## config.mk

```make
export PLATFORM = sky130hd
export DESIGN_NAME = adder_subtractor_24bit
export DESIGN_NICKNAME = d
export VERILOG_FILES = /design/src/rtl/adder_subtractor_24bit_pkg.sv /design/src/rtl/adder_subtractor_24bit_full_adder.sv /design/src/rtl/adder_subtractor_24bit.sv
export SDC_FILE = /design/constraint.sdc
export NUM_CORES = 1
export LEC_CHECK = 0
export ABC_CLOCK_PERIOD_IN_PS = 1000
export BUFFER_PORTS_ARGS = -buffer_cell sky130_fd_sc_hd__buf_2
export CORE_ASPECT_RATIO = 0.8
export CORE_MARGIN = 3
export CORE_UTILIZATION = 45
export DETAILED_ROUTE_END_ITERATION = 8
export PLACE_DENSITY = 0.73
export SLEW_MARGIN = 10
export SYNTH_ARGS = -nofsm -noshare
export SYNTH_HDL_FRONTEND = slang
export SYNTH_SLANG_ARGS = --single-unit
export TNS_END_PERCENT = 10
```

## constraint.sdc

```tcl
create_clock -name clk -period 1 [get_ports clk]
set_clock_uncertainty 0.2 [all_clocks]
set_input_delay 0.2 -clock clk [delete_from_list [all_inputs] [get_ports clk]]
set_output_delay 0.2 -clock clk [all_outputs]
set_load 0.05 [all_outputs]
```

## src/rtl/adder_subtractor_24bit_pkg.sv

```systemverilog
// adder_subtractor_24bit_pkg: shared width and opcode constants for the mantissa adder/subtractor
package adder_subtractor_24bit_pkg;
  localparam int WIDTH = 24;
  localparam logic OP_ADD = 1'b0;
  localparam logic OP_SUB = 1'b1;
endpackage

```

## src/rtl/adder_subtractor_24bit_full_adder.sv

```systemverilog
// full_adder: one-bit full adder cell of the ripple-carry chain
module full_adder (
  input  logic a,
  input  logic b,
  input  logic cin,
  output logic s,
  output logic cout
);
  assign s = a ^ b ^ cin;
  assign cout = (a & b) | (cin & (a ^ b));
endmodule

```

## src/rtl/adder_subtractor_24bit.sv

```systemverilog
// adder_subtractor_24bit: registered 24-bit ripple-carry add/subtract with steered results and carry-out
module adder_subtractor_24bit
  import adder_subtractor_24bit_pkg::*;
(
  input  logic             clk,
  input  logic             rst_n,
  input  logic [WIDTH-1:0] A,
  input  logic [WIDTH-1:0] B,
  input  logic             Ctl,
  input  logic             enable,
  output logic [WIDTH-1:0] Sum,
  output logic [WIDTH-1:0] Difference,
  output logic             Cout
);
  logic [WIDTH:0] c;
  logic [WIDTH-1:0] r, sum_d, sum_q, diff_d, diff_q;
  logic cout_d, cout_q;
  assign c[0] = Ctl;
  genvar i;
  generate
    for (i = 0; i < WIDTH; i++) begin : g_rc
      full_adder u_fa (.a(A[i]), .b(B[i] ^ Ctl), .cin(c[i]), .s(r[i]), .cout(c[i+1]));
    end
  endgenerate
  // steer the chain result into the active register, clear the other, hold everything when idle
  always_comb begin
    sum_d = enable ? (Ctl == OP_ADD ? r : '0) : sum_q;
    diff_d = enable ? (Ctl == OP_SUB ? r : '0) : diff_q;
    cout_d = enable ? c[WIDTH] : cout_q;
  end
  // output registers, cleared asynchronously
  always_ff @(posedge clk or negedge rst_n)
    if (!rst_n) begin
      sum_q <= '0;
      diff_q <= '0;
      cout_q <= 1'b0;
    end else begin
      sum_q <= sum_d;
      diff_q <= diff_d;
      cout_q <= cout_d;
    end
  assign Sum = sum_q;
  assign Difference = diff_q;
  assign Cout = cout_q;
endmodule

```

== Yosys cells after proc, flatten, opt, wreduce, memory -nomap -nowiden ==
Index checks and enable logic that the tools add are counted.
Storage, ports and cells
  input port bits: 52
  logic and storage cells: 149
  bits in registers: 49
Operators by class
  muxes and demuxes: 2
  bitwise logic cells: 144
Operators by type and width (count)
  bitwise XOR 1 bit: 72
  bitwise AND 1 bit: 48
  2-to-1 mux 24 bit: 2
  bitwise OR 1 bit: 24

== Depth between registers and ports, before layout ==
Gate-level depths: netlist of the first run.
  word-level depth: 50
  depth in mapped cells: 31
  gate-level depth less buffers: 29

== Cells and area by module ==
A second synthesis of the first run with hierarchy kept.
Second synthesis, totals
  cells, all modules: 261
  area total of the unflattened synthesis: 2800.2 um^2
By module, submodules not included
  adder_subtractor_24bit: times used 1, cells each 237, sequential area each 1226.2 um^2, area an instance 2319.7 um^2
  full_adder: times used 24, cells each 1, sequential area each 0.0 um^2, area an instance 20.0 um^2

== Worst setup path before layout of the first run ==
Ideal clock, no wire load.
  path type: input to register
  from: input port Ctl
  to: register diff_q[23] (netlist: Difference[23])
  data required time: 717 ps
  setup time: 83 ps
  stages on the path: 31
  setup slack: -9156 ps
  data arrival time: 9873 ps
  path buffers: 2
  cell sequence: buf_4 -> buf_6 -> mux2_2 -> fa_1 -> fa_1 -> fa_1 -> fa_1 -> fa_1 -> fa_1 -> fa_1 -> fa_1 -> fa_1 -> fa_1 -> fa_1 -> fa_1 -> fa_1 -> fa_1 -> fa_1 -> fa_1 -> fa_1 -> fa_1 -> fa_1 -> fa_1 -> inv_1 -> fa_1 -> inv_1 -> fa_1 -> inv_1 -> fa_1 -> nand3b_1 -> o21ai_0
Between the ends
  longest elaborated chain between the ends: 50
RTL lines
  start, declared: line adder_subtractor_24bit.sv:9  | input logic Ctl,
  bitwise XOR 1 bit: line adder_subtractor_24bit.sv:22  | full_adder u_fa (.a(A[i]), .b(B[i] ^ Ctl), .cin(c[i]), .s(r[i]), .cout(c[i+1]));
  bitwise XOR 1 bit: line adder_subtractor_24bit_full_adder.sv:10  | assign cout = (a & b) | (cin & (a ^ b));
  bitwise AND 1 bit: line adder_subtractor_24bit_full_adder.sv:10
  bitwise OR 1 bit: line adder_subtractor_24bit_full_adder.sv:10
  bitwise AND 1 bit: line adder_subtractor_24bit_full_adder.sv:10
  bitwise OR 1 bit: line adder_subtractor_24bit_full_adder.sv:10
  bitwise AND 1 bit: line adder_subtractor_24bit_full_adder.sv:10
  bitwise OR 1 bit: line adder_subtractor_24bit_full_adder.sv:10
  (+34 left out)
  bitwise AND 1 bit: line adder_subtractor_24bit_full_adder.sv:10
  bitwise OR 1 bit: line adder_subtractor_24bit_full_adder.sv:10
  bitwise AND 1 bit: line adder_subtractor_24bit_full_adder.sv:10
  bitwise OR 1 bit: line adder_subtractor_24bit_full_adder.sv:10
  bitwise AND 1 bit: line adder_subtractor_24bit_full_adder.sv:10
  bitwise OR 1 bit: line adder_subtractor_24bit_full_adder.sv:10
  bitwise XOR 1 bit: line adder_subtractor_24bit_full_adder.sv:9  | assign s = a ^ b ^ cin;
  2-to-1 mux 24 bit (*): line adder_subtractor_24bit.sv:28  | diff_d = enable ? (Ctl == OP_SUB ? r : '0) : diff_q;
  end signal, assigned: line adder_subtractor_24bit.sv:39  | diff_q <= diff_d;
  end, declared: line adder_subtractor_24bit.sv:16  | logic [WIDTH-1:0] r, sum_d, sum_q, diff_d, diff_q;
Mark *: on every way between the ends. The rest lies on a longest branch, timed or not.
A chain may end at the register's enable or synchronous reset.

== Final worst setup path of the first run ==
  from: input port B[0]
  to: register diff_q[23] (netlist: Difference[23])
Between the ends
  longest elaborated chain between the ends: 50
RTL lines
  start, declared: line adder_subtractor_24bit.sv:8  | input logic [WIDTH-1:0] B,
  bitwise XOR 1 bit (*): line adder_subtractor_24bit.sv:22
  bitwise XOR 1 bit: line adder_subtractor_24bit_full_adder.sv:10
  bitwise AND 1 bit: line adder_subtractor_24bit_full_adder.sv:10
  bitwise OR 1 bit (*): line adder_subtractor_24bit_full_adder.sv:10
  bitwise AND 1 bit (*): line adder_subtractor_24bit_full_adder.sv:10
  bitwise OR 1 bit (*): line adder_subtractor_24bit_full_adder.sv:10
  bitwise AND 1 bit (*): line adder_subtractor_24bit_full_adder.sv:10
  bitwise OR 1 bit (*): line adder_subtractor_24bit_full_adder.sv:10
  (+34 left out)
  bitwise AND 1 bit (*): line adder_subtractor_24bit_full_adder.sv:10
  bitwise OR 1 bit (*): line adder_subtractor_24bit_full_adder.sv:10
  bitwise AND 1 bit (*): line adder_subtractor_24bit_full_adder.sv:10
  bitwise OR 1 bit (*): line adder_subtractor_24bit_full_adder.sv:10
  bitwise AND 1 bit (*): line adder_subtractor_24bit_full_adder.sv:10
  bitwise OR 1 bit (*): line adder_subtractor_24bit_full_adder.sv:10
  bitwise XOR 1 bit (*): line adder_subtractor_24bit_full_adder.sv:9
  2-to-1 mux 24 bit (*): line adder_subtractor_24bit.sv:28
Marks and branches as above.

==> metrics, run 1 <==
flops & latches, synth=49; core area=5974 um2; I/O pin cnt=101; post-synth top area share=43.63%; Syn Area/Cell=10.64 um2; worst slew pin tran=637.5 ps; reg2reg path depth=1; dominant synthesized flop cell=dfrtp_1; final setup fails=96; std cell rows=25; Setup WS post-layout=-8072 ps; R2R setup slack=10 ps; Gate Count Post-Synth=264; pin count of the biggest net entering global routing=63; DR WL met2=2761 um; H-tree depth=2; global-route wire length before repair=10,010 um; Post-Syn Area=2810 um2; area occupied by multi-input gates=1319 um2; Core Util, Final=65.11%; placer congestion estimate=0.7693; FF-to-FF End=Sum[23]; Finished Cell Area=3890 um2; Total Routed Length=5982 um; Worst-Skew Late Latency=290 ps; Post-Synth Adder-Cell Area=16.38%; xor/xnor cell area share of the yosys netlist=7.480%; CTS tree=done; status=complete, but fails checks; worst min path class=in2reg; critical path type=in2reg; critical path arrival=9100 ps; Synth Warn #=0; Worst R2R Start=Sum[23]; hold wc startpoint=enable; switch share=42.01%; total global-route track usage=17.61%; power per cell area=1836 nW/um2; RSZ-0062 raised after global routing=true; Max Clk Rate=110.2 MHz; top-count cell post-synth=inv_1; CTS max path bufs=2; routed wl met3=407 um; leak pwr=1.822 nW; Seq/Total Area, Yosys=43.63%; Worst Hold Depth=3; failing checks=setup timing; Initial DRC Count=77; max-slew violation count=0; DRT Pass-1 Iters=4; dpl hpwl=4414 um; CTS Buf Count=5; die height=76.68 um; post-DR wirelength/cell=13.32 um; Die Wd=94.35 um; Avg Vias per Cell=4.648; Synthesized Nets=339; # port buffers=100; NumNets Final=442; ys async rst share=100.0%; synth-to-layout area growth=38.42%; Synth Area in Compound Gates=8.504%; # fillers=478; Tot Pwr=7.142 mW; Hold Path Sink=Difference[23]; Crit path largest cell delay=410 ps; min Tclk post-route=9072 ps; DP Area=3466 um2; Int Pwr=4.142 mW; required time of the critical path=1030 ps; family with the most delay on the worst path=adder cells; highest routed layer=met4; clock group share of total power=15.6%; max_slew headroom=57.50%; Post-synth EDFFs=0; top cells by count, synth=52 x inv_1, 49 x dfrtp_1, 40 x o21ai_0; dominant cells by area after synthesis=dfrtp_1 44%, fa_1 16%, o21ai_0 7.1%; Final period util=907.2%; maxcap violations=0; critical path capture point type=flop; initial antenna violation count=0; Synth Area in Simple Gates=10.51%; CP max FO=2; met1 WL=2779 um; Hold Violations, Final=0; Starting Density=47.04%; die area=7235 um2; maximum vdd drop=1022 uV; gr ovfl total=0; Most common cell on crit path=fa_2; largest family of logic cells by synthesized area=adder cells; WP buf/inv=4; clock sinks=49; post-synthesis mux area share=1.558%; Logic pwr share=48.1%; CP max stage cell=fa_1; largest area contributor in the synthesized netlist=dfrtp_1; P_sw=3.001 mW; Fin Setup TNS=-211,660 ps; Seq pwr share=36.4%; stages on the worst setup path=30; Fin Hold WS=92.85 ps; vias in the first global route=2,089; n_diodes=0; post-synth cell types=20; layout cells sized above 1=40.49%; Clock transition at path regs=90 ps; register area=1226 um2; root buf cell=clkbuf_8; CP startpoint kind=input pin; Remaining DRCs=0; Antenna Nets Post-Route=0; total number of vias=2,087
-- cells by family after synthesis --
logic type / Yosys count
XOR/XNOR: 24
adder cells (fa/ha/maj): 23
AND/OR/NAND/NOR: 48
multiplexers: 4
buffers and inverters: 70
AO/OA/AOI/OAI: 46
flip-flops: 49
-- worst max path at each step --
| stage | from | end |
|---|---|---|
| 2_1_floorplan | Ctl | Difference[23] |
| 3_3_place_gp | Ctl | Difference[23] |
| 3_5_place_dp | Ctl | Difference[23] |
| 4_1_cts | B[0] | Difference[23] |
| 5_1_grt | B[0] | Difference[23] |
| 6_report | B[0] | Difference[23] |
-- sequential cells by signal, indices dropped and copies added, names as in the netlist --
| signal | flops |
|---|---|
| Cout | 1 |
| Difference | 24 |
| Sum | 24 |
-- per-layer routing --
layer	vias up	GRT usage, %
met1	980	26.57
met3	5	3.627
li1	1026	-
met2	76	26.27
met4	0	3.896
met5	-	0
-- power groups by stage --
stage / clock network, mW / logic, mW / registers (mW)
final: 1.11 / 3.43 / 2.60
after global routing: 1.25 / 3.71 / 2.63
after CTS: 1.17 / 3.45 / 2.60
after detailed placement: 0 / 2.97 / 2.54
after global placement: 0 / 2.91 / 2.54
after floorplan: 0 / 0.958 / 3.77
-- cells in the final DEF (no fill, tap or decap), drive strengths merged, types with 3 or more instances in the layout --
master / synthesis / final
inv: 52 / 52
o21ai: 44 / 44
fa: 23 / 23
xnor2: 3 / 3
buf: 15 / 113
nand3: 21 / 21
mux2: 3 / 3
clkbuf: 3 / 7
nand3b: 23 / 23
dfrtp: 49 / 49
xor2: 21 / 21
-- repair_timing --
item | 4_1_cts | 5_1_grt
resized for setup | 137 | 2
setup endpoints to repair | 96 | 96
hold buffers | 1 | 0
buffers inserted | 0 | 0
endpoints found under the hold margin | 49 | 0
pin swaps | 5 | 0
-- layout make-up --
type                            instances  share of cell area (%)
Timing Repair Buffer                  114                   24.80
Clock buffer                            7                   1.962
Multi-Input combinational cell        145                   33.90
Tap cell                               81                   2.605
Sequential cell                        49                   31.52
Inverter                               52                   5.018
Clock inverter                          1                  0.1930
-- stage by stage --
step	instances	setup WS, ps
finish	449	-8072
global route	449	-8327
CTS	449	-8074
detailed placement	440	-8421
global placement	440	-8349
floorplan	264	-8240
(Power assumes the default switching activity.)
==> inputs of run 2 (changes only) <==
--- a/config.mk
+++ b/config.mk
@@ -11,7 +11,9 @@
 export CORE_MARGIN = 3
 export CORE_UTILIZATION = 45
 export DETAILED_ROUTE_END_ITERATION = 8
+export GPL_TIMING_DRIVEN = 0
 export PLACE_DENSITY = 0.73
+export SKIP_LAST_GASP = 1
 export SLEW_MARGIN = 10
 export SYNTH_ARGS = -nofsm -noshare
 export SYNTH_HDL_FRONTEND = slang
==> metrics, run 2 (synthesis results as in run 1) <==
required time of the critical path=1040 ps; most frequent cells in the layout=102 x buf_2, 49 x dfrtp_1, 49 x inv_1; DRT Pass-1 Iters=4; Final period util=928.5%; RSZ-0062 raised after global routing=true; CP max stage cell=fa_1; Most common cell on crit path=fa_2; # port buffers=98; dpl hpwl=5211 um; maximum vdd drop=853.2 uV; placer congestion estimate=0.8092; leak pwr=1.770 nW; global-route wire length before repair=11,320 um; Clock transition at path regs=80 ps; worst min path class=in2async; synth-to-layout area growth=28.54%; CP startpoint kind=input pin; R2R setup slack=20 ps; post-DR wirelength/cell=15.11 um; max-slew violation count=0; Max Clk Rate=107.7 MHz; CTS tree=done; Avg Vias per Cell=4.845; I/O pin cnt=101; NumNets Final=446; worst slew pin tran=1062 ps; Antenna Nets Post-Route=0; critical path arrival=9320 ps; power per cell area=1850 nW/um2; clock sinks=49; # fillers=548; most common cell after layout, fill and taps aside=buf_2; H-tree depth=2; die area=7235 um2; final setup fails=96; DP Area=3472 um2; dpl ws=-8625 ps; n_diodes=0; status=complete, but fails checks; initial antenna violation count=0; die height=76.68 um; Finished Cell Area=3612 um2; vias in the first global route=2,262; total global-route track usage=20.12%; critical path capture point type=flop; Remaining DRCs=0; Total Routed Length=6846 um; maxcap violations=0; Fin Hold WS=-110.3 ps; layout cells sized above 1=41.67%; CTS Buf Count=5; failing checks=hold timing, setup timing; gr ovfl total=0; CP max FO=3; Setup WS post-layout=-8285 ps; Tot Pwr=6.682 mW; max_slew headroom=29.22%; min Tclk post-route=9285 ps; pin count of the biggest net entering global routing=50; std cell rows=25; Initial DRC Count=97; critical path type=in2reg; Die Wd=94.35 um; CTS max path bufs=2; Core Util, Final=60.46%; Hold Violations, Final=50; Crit path largest cell delay=420 ps; Starting Density=47.04%; core area=5974 um2; root buf cell=clkbuf_8; total number of vias=2,195; Worst-Skew Late Latency=290 ps
==> run 2: area by class of cell <==
cell class                      instances  area, um2  area share [%]
Buffer                                 18      165.2           4.572
Clock buffer                            8      80.08           2.217
Inverter                               52      195.2           5.404
Multi-Input combinational cell        145       1339           37.06
Sequential cell                        49       1226           33.95
Tap cell                               81      101.3           2.806
Timing Repair Buffer                  100      505.5           13.99
==> run 2: worst max-delay path: cells and delay by family <==
kind	cells	cell delay [ps]
buffers and inverters	5	390
adder cells (fa/ha/maj)	23	8190
AND/OR/NAND/NOR	1	120
multiplexers	2	420
==> run 2: metal layers <==
layer | track usage (%) | vias to the layer above | wire (um)
li1 | - | 1038 | -
met1 | 29.30 | 1067 | 3152
met2 | 31.30 | 86 | 3085
met3 | 4.412 | 4 | 574
met4 | 3.896 | 0 | 34
met5 | 0 | - | 0
==> run 2: power by group <==
part           internal (mW)  switching, mW  total (mW)
Clock                  0.498          0.608        1.11
Combinational          0.910           2.15        3.06
Sequential              2.32          0.192        2.52
==> run 2: stage by stage <==
stage               std cells  hold slack, ps  TNS (ps)
global placement          443           251.5   -238390
global route              453          -40.13   -236620
finish                    453          -110.3   -222030
detailed placement        443           258.4   -240160
CTS                       453          -64.53   -222590
floorplan                 264          -295.6   -211080
==> run 2: path summary, 6_finish.rpt <==
check / start / to / depth (start not counted)
max: Ctl / Sum[23] / 31
max in group asynchronous: rst_n / Difference[23] / 1
max reg2reg: Sum[21] / Sum[21] / 1
min in group clk: enable / Cout / 2
min reg2reg: Difference[4] / Difference[4] / 2
min: rst_n / Sum[14] / 1
==> run 2: repair_timing <==
item                                    CTS  global route
buffers inserted                          2             0
resized for setup                         9             7
cloned                                    0             0
hold endpoints to repair                 51            31
endpoints found under the setup margin  145           145
pin swaps                                 5             0
==> inputs of run 3 (changes only) <==
--- a/config.mk
+++ b/config.mk
@@ -12,10 +12,10 @@
 export CORE_UTILIZATION = 45
 export DETAILED_ROUTE_END_ITERATION = 8
 export GPL_TIMING_DRIVEN = 0
-export PLACE_DENSITY = 0.73
+export PLACE_DENSITY = 0.71
 export SKIP_LAST_GASP = 1
 export SLEW_MARGIN = 10
 export SYNTH_ARGS = -nofsm -noshare
 export SYNTH_HDL_FRONTEND = slang
 export SYNTH_SLANG_ARGS = --single-unit
-export TNS_END_PERCENT = 10
+export TNS_END_PERCENT = 30
==> metrics, run 3 (synthesis results as in run 1) <==
maxcap violations=0; CP max stage cell=fa_1; family with the most delay on the worst path=adder cells; Remaining DRCs=0; critical path type=in2reg; min Tclk post-route=9280 ps; failing checks=hold timing, setup timing; die height=76.68 um; # fillers=553; Die Wd=94.35 um; worst slew pin tran=1090 ps; critical path arrival=9310 ps; initial antenna violation count=0; most frequent cells in the layout=102 x buf_2, 49 x dfrtp_1, 49 x inv_1; total number of vias=2,200; dpl hpwl=5302 um; required time of the critical path=1030 ps; Hold Violations, Final=51; area occupied by multi-input gates=1433 um2; Crit path largest cell delay=430 ps; P_sw=3.073 mW; die area=7235 um2; CTS Buf Count=5; RSZ-0062 raised after global routing=true; vias in the first global route=2,383; std cell rows=25; max-slew violation count=0; most common cell after layout, fill and taps aside=buf_2; Seq pwr share=36.6%; dpl ws=-8643 ps; Avg Vias per Cell=4.857; # port buffers=98; H-tree depth=2; Max Clk Rate=107.8 MHz; pin count of the biggest net entering global routing=50; layout cells sized above 1=47.04%; WP buf/inv=5; NumNets Final=446; CTS max path bufs=2; DRT Pass-1 Iters=6; root buf cell=clkbuf_8; CP startpoint kind=input pin; Most common cell on crit path=fa_2; Logic pwr share=46.9%; clock sinks=49; Finished Cell Area=3710 um2; n_diodes=0; total global-route track usage=21.47%; switch share=44.65%; final setup fails=96; Starting Density=47.04%; gr ovfl total=0; core area=5974 um2; synth-to-layout area growth=32.01%; CTS tree=done; register area=1226 um2; Initial DRC Count=112; max_slew headroom=27.31%; global-route wire length before repair=11,970 um; maximum vdd drop=861.7 uV; placer congestion estimate=0.7387; CP max FO=3; Worst-Skew Late Latency=300 ps; Int Pwr=3.809 mW; Final period util=928.0%; Total Routed Length=7247 um; Tot Pwr=6.882 mW; power per cell area=1855 nW/um2; Antenna Nets Post-Route=0; clock group share of total power=16.6%; DP Area=3472 um2; post-DR wirelength/cell=16.00 um; critical path capture point type=flop; Clock transition at path regs=90 ps; Fin Hold WS=-103.5 ps; Fin Setup TNS=-222,350 ps; Setup WS post-layout=-8280 ps; leak pwr=1.796 nW; worst min path class=in2async; status=complete, but fails checks; I/O pin cnt=101
==> run 3: cell count changes in the layout (fill, tap and decap cells not counted) <==
cell and change:
nor2_1 -2, buf_8 +1, nand3_2 +14, o21ai_0 -27
buf_6 -1, nor2_2 +2, o21ai_1 +23, o21ai_2 +4
mux2_4 +1, mux2_2 -1, nand3_1 -14
==> run 3: cell type report <==
class | count | area share, %
sequential | 49 | 33.05
timing repair buffer | 100 | 13.63
tap | 81 | 2.732
clock buffer | 8 | 2.159
multi-input combinational | 145 | 38.62
inverter | 52 | 5.261
buffer | 18 | 4.553
==> run 3: through the flow <==
step / std cells / util, %
floorplan: 264 / -
global placement: 443 / 58.12
detailed placement: 443 / 58.12
CTS: 453 / 60.71
global route: 453 / 62.09
finish: 453 / 62.09
==> run 3: worst paths after layout <==
| kind | startpoint | endpoint | slack, ps | cells after the start |
|---|---|---|---|---|
| hold / removal | rst_n | Sum[7] | -100 | 1 |
| min in group clk | enable | Cout | -30 | 2 |
| max in group asynchronous | rst_n | Difference[16] | 40 | 1 |
| hold reg to reg | Difference[2] | Difference[2] | 310 | 2 |
| setup / recovery | Ctl | Difference[23] | -8280 | 31 |
| setup reg to reg | Sum[23] | Sum[23] | 10 | 1 |
==> run 3: power groups by stage <==
stage	sequential (mW)	clock [mW]	combinational, mW
finish	2.52	1.14	3.23
global placement	2.55	0	3.00
detailed placement	2.55	0	3.05
CTS	2.52	1.16	3.14
global route	2.56	1.26	3.47
floorplan	3.77	0	0.977
==> run 3: repair_timing <==
action | in CTS | in global routing
resized for setup | 26 | 21
hold endpoints to repair | 51 | 38
setup endpoints to repair | 145 | 145
pin swaps | 2 | 3
gates cloned | 0 | 0
buffers inserted | 2 | 0
==> run 3: layer usage <==
metal	vias up	wire (um)	global-route usage, %
met5	-	0	0
met2	80	3471	33.14
met4	0	44	3.463
met1	1078	3199	30.97
met3	4	532	5.882
li1	1038	-	-
